--- src/rtl/pc_fetch_unit.sv ---
// ---------------------------------------------------------------------------
// pc_fetch_unit : word-addressed PC register and instruction fetch sequencer
// Rev 1.0
// ---------------------------------------------------------------------------
`default_nettype none

module pc_fetch_unit #(
  parameter int unsigned PROG_WORDS = 32
) (
  input  logic        clock,
  input  logic        reset,
  input  logic        branch_taken,
  input  logic [31:0] branch_target,
  input  logic        stall,
  input  logic        imem_ready,
  input  logic [31:0] imem_rdata,
  output logic        imem_req,
  output logic [31:0] imem_addr,
  output logic [31:0] estado_pc,
  output logic [31:0] instr,
  output logic        instr_valid,
  output logic        halted
);

  typedef enum logic [1:0] {
    IDLE    = 2'd0,
    REQ     = 2'd1,
    DELIVER = 2'd2,
    HALT    = 2'd3
  } state_t;

  localparam logic [31:0] LIMIT = 32'(PROG_WORDS);

  state_t      state;
  logic [31:0] pc_inc;

  assign pc_inc    = estado_pc + 32'd1;
  assign imem_addr = estado_pc;

  always_ff @(posedge clock) begin
    if (reset) begin
      state       <= IDLE;
      estado_pc   <= '0;
      instr       <= '0;
      instr_valid <= 1'b0;
      imem_req    <= 1'b0;
      halted      <= 1'b0;
    end else begin
      case (state)
        IDLE: begin
          state    <= REQ;
          imem_req <= 1'b1;
        end
        REQ, DELIVER: begin
          if (branch_taken) begin
            // Redirect wins over stall and discards any returning data.
            estado_pc   <= branch_target;
            instr_valid <= 1'b0;
            if (branch_target < LIMIT) begin
              state    <= REQ;
              imem_req <= 1'b1;
            end else begin
              state    <= HALT;
              imem_req <= 1'b0;
              halted   <= 1'b1;
            end
          end else if (state == REQ) begin
            if (imem_ready) begin
              instr       <= imem_rdata;
              instr_valid <= 1'b1;
              state       <= DELIVER;
              imem_req    <= 1'b0;
            end
          end else if (!stall) begin
            instr_valid <= 1'b0;
            // Running off the end keeps the PC on the last valid word.
            if (pc_inc < LIMIT) begin
              estado_pc <= pc_inc;
              state     <= REQ;
              imem_req  <= 1'b1;
            end else begin
              state  <= HALT;
              halted <= 1'b1;
            end
          end
        end
        HALT: begin
        end
        default: state <= IDLE;
      endcase
    end
  end

endmodule

`default_nettype wire

--- config.mk ---
export PLATFORM = sky130hd
export DESIGN_NAME = pc_fetch_unit
export DESIGN_NICKNAME = d
export VERILOG_FILES = /design/src/rtl/pc_fetch_unit.sv
export SDC_FILE = /design/constraint.sdc
export NUM_CORES = 1
export LEC_CHECK = 0
export CAP_MARGIN = 30
export CORE_UTILIZATION = 39
export CTS_CLUSTER_DIAMETER = 30
export CTS_CLUSTER_SIZE = 12
export DETAILED_ROUTE_END_ITERATION = 8
export PLACE_DENSITY = 0.84
export SYNTH_ARGS = -nofsm -noshare
export SYNTH_HDL_FRONTEND = slang
export SYNTH_SLANG_ARGS = --single-unit
--- constraint.sdc ---
create_clock -name clock -period 3.65 [get_ports clock]
set_input_delay 0.73 -clock clock [delete_from_list [all_inputs] [get_ports clock]]
set_output_delay 0.73 -clock clock [all_outputs]
set_load 0.1 [all_outputs]
==> reports/results.txt <==
Initial antenna violation count = 0
Commonest non-fill, non-tap cell in the layout = clkdlybuf4s50_1
Via count = 4483
Share of flip-flops with an asynchronous set or reset = 0%
Area grow syn2layout = 46.6%
Hold Vio Cnt, Final = 0
Clock buffer depth = 2
Die height = 103 µm
Share of cells above drive strength 1 = 11.4%
Post-route design area = 5870 µm²
Slew Limit Fails = 0
Max Fanout on Critical Path = 7
DR vias/cell = 5.60
Number of global-route vias before repair = 4218
H-tree lvl count = 3
Post-placement setup slack = 157 ps
Worst slew pin tran = 1020 ps
# rows = 36
Syn avg cell area = 7.56 µm²
Synth top area cells = dfxtp_1 34%, nand2_1 10%, buf_4 6.4%, a21oi_1 5.9%, a22o_1 3.1%
Worst min-delay path class = reg2reg
Critical Path AT = 3770 ps
Max_slew headroom = 32.0%
Worst Clk Skew = 15.8 ps
Placed Area = 5700 µm²
Die area = 10700 µm²
Worst-path clk slew = 80 ps
Avg WL per Cell = 16.3 µm
DRT antenna net count = 0
Unrepaired setup endpoints after global routing = no
Initial DRC count = 236
Power Density = 675 nW/µm²
Synth top area share = 34.5%
Initial core utilization = 40.6%
Setup crit end kind = flop
Cells after Synth = 530
Count of cell types in the netlist = 51
WP data required = 3950 ps
First-pass GRT wire length = 20500 µm
Core footprint = 9860 µm²
Largest net degree at the start of global routing = 51
Synthesis Warnings = 0
Register area share after synthesis = 34.5%
Die X = 103 µm
Cell taking the most area after synthesis = dfxtp_1
Tcrit/Tclk final = 95.1%
Shortest period the worst path allows = 3470 ps
Gr usage total = 24.9%
Cell area after synthesis = 4010 µm²
Syn_nets = 603
Overflow left after global routing = 0
CTS root buffer = clkbuf_8
Total CTS buffers = 9
Post-synth EDFFs = 0
RePlAce Congestion = 0.988
IO buf count = 167
HPWL Detailed = 9750 µm
Setup TNS = 0 ps
Final WL = 13100 µm
Number of diodes = 0
CTS tree = done
Max Fclk = 288 MHz
Clk_lat worst skew = 360 ps
Final setup violating endpoints = 0
Outcome = completed
Crit path kind = reg2reg
Leakage = 2.00 nW
Peak supply drop = 0.316 mV
Yosys reg bits = 69
Clock tree sinks = 69
Max-Cap Viols = 0
IO Pins = 168
Most frequent cells in the layout = 164 x clkdlybuf4s50_1, 107 x nand2_1, 47 x a21oi_1
Worst Setup Start Kind = flop
First-pass iteration count of the detailed router = 6
Setup WS post-layout = 180 ps
Main synth FF type = dfxtp_1
Nets = 736
DRC viols = 0
## flip-flops by register name, indices dropped and copies added, names as in the netlist
register	flops
instr	32
estado_pc	32
state	2
imem_req	1
instr_valid	1
halted	1
## power breakdown
part	switching, mW	leakage [nW]	internal (mW)
logic	1.72	1.34	0.617
clock network	0.320	0.0851	0.242
registers	0.185	0.577	0.879
## area by class of cell
cell class | instances | area, µm²
sequential | 69 | 1440
clock inverter | 7 | 41.3
clock buffer | 9 | 124
multi-input combinational | 379 | 2200
tap | 133 | 166
fill | 851 | 3990
inverter | 17 | 63.8
timing repair buffer | 187 | 1830
## routing by layer
layer	vias to the layer above	share of wire, %	track usage (%)
met5	-	0	0
met4	0	2.6	11.8
met3	32	11	7.86
met2	276	47	41.6
met1	2032	40	29.0
li1	2143	-	-
## per-stage QoR
stage | instances | total power [mW] | utilization [%] | hold WS [ps]
after floorplan | 530 | 2.90 | - | 478
after global placement | 784 | 3.36 | 57.7 | 441
after detailed placement | 785 | 3.39 | 57.8 | 450
after CTS | 801 | 3.96 | 59.5 | 461
after global routing | 801 | 4.14 | 59.5 | 476
final | 801 | 3.97 | 59.5 | 458
## cells in the mapped netlist, types with 2 or more instances
cell and number:
xnor2_1 9, or3_1 4, clkbuf_1 23, a21o_1 2, nand4_1 12, o21a_1 2, buf_4 34, dfxtp_1 69
and2_1 4, a31oi_1 6, mux2i_1 4, a211oi_1 7, nand3_1 22, nand2b_1 2, and4_1 3, o32ai_1 4
a22o_1 14, o31a_1 2, nor3_1 21, a21oi_1 47, ha_1 4, inv_1 17, buf_2 7, a32o_1 10
o31ai_1 8, or2_2 2, or4_1 3, nand2_1 107, nor4_1 17, and3_1 5, o21ai_0 15, xor2_1 4
nor2_1 22
## critical path: stages (launching register included)
cell and delay, ps:
dfxtp_4 390, ha_1 230, nand4_1 230, or4_1 580, o31a_1 330, nor4_1 270, and4_1 290, nand4_1 90
buf_4 210, or3_4 360, a21oi_4 240, a32o_1 190
## path summary, 6_finish.rpt
| kind | start | endpoint | slack [ps] | cells past startpoint |
|---|---|---|---|---|
| setup / recovery | estado_pc[0]$_SDFFE_PP0P_ | estado_pc[29]$_SDFFE_PP0P_ | 180 | 11 |
| hold / removal | instr[11]$_SDFFE_PP0P_ | instr[11]$_SDFFE_PP0P_ | 460 | 2 |
| setup reg to reg | estado_pc[0]$_SDFFE_PP0P_ | estado_pc[29]$_SDFFE_PP0P_ | 180 | 11 |
| hold reg to reg | instr[11]$_SDFFE_PP0P_ | instr[11]$_SDFFE_PP0P_ | 460 | 2 |
## timing repair
item                       4_1_cts  5_1_grt
resized for setup                0        1
hold buffers                     0        0
setup endpoints to repair        0       18
setup buffers                    0        0
## cells by family after synthesis
kind of cell / count (synthesis) / share of synthesized area (%)
and+or+nand+nor: 230 / 27.6
AOI/OAI and AO/OA: 127 / 21.5
buffers and inverters: 82 / 11.1
DFF: 69 / 34.5
xor gates and xnor gates: 13 / 2.84
muxes: 5 / 1.28
adders and majority gates: 4 / 1.25
No activity file was read; power rests on OpenSTA's default activity.
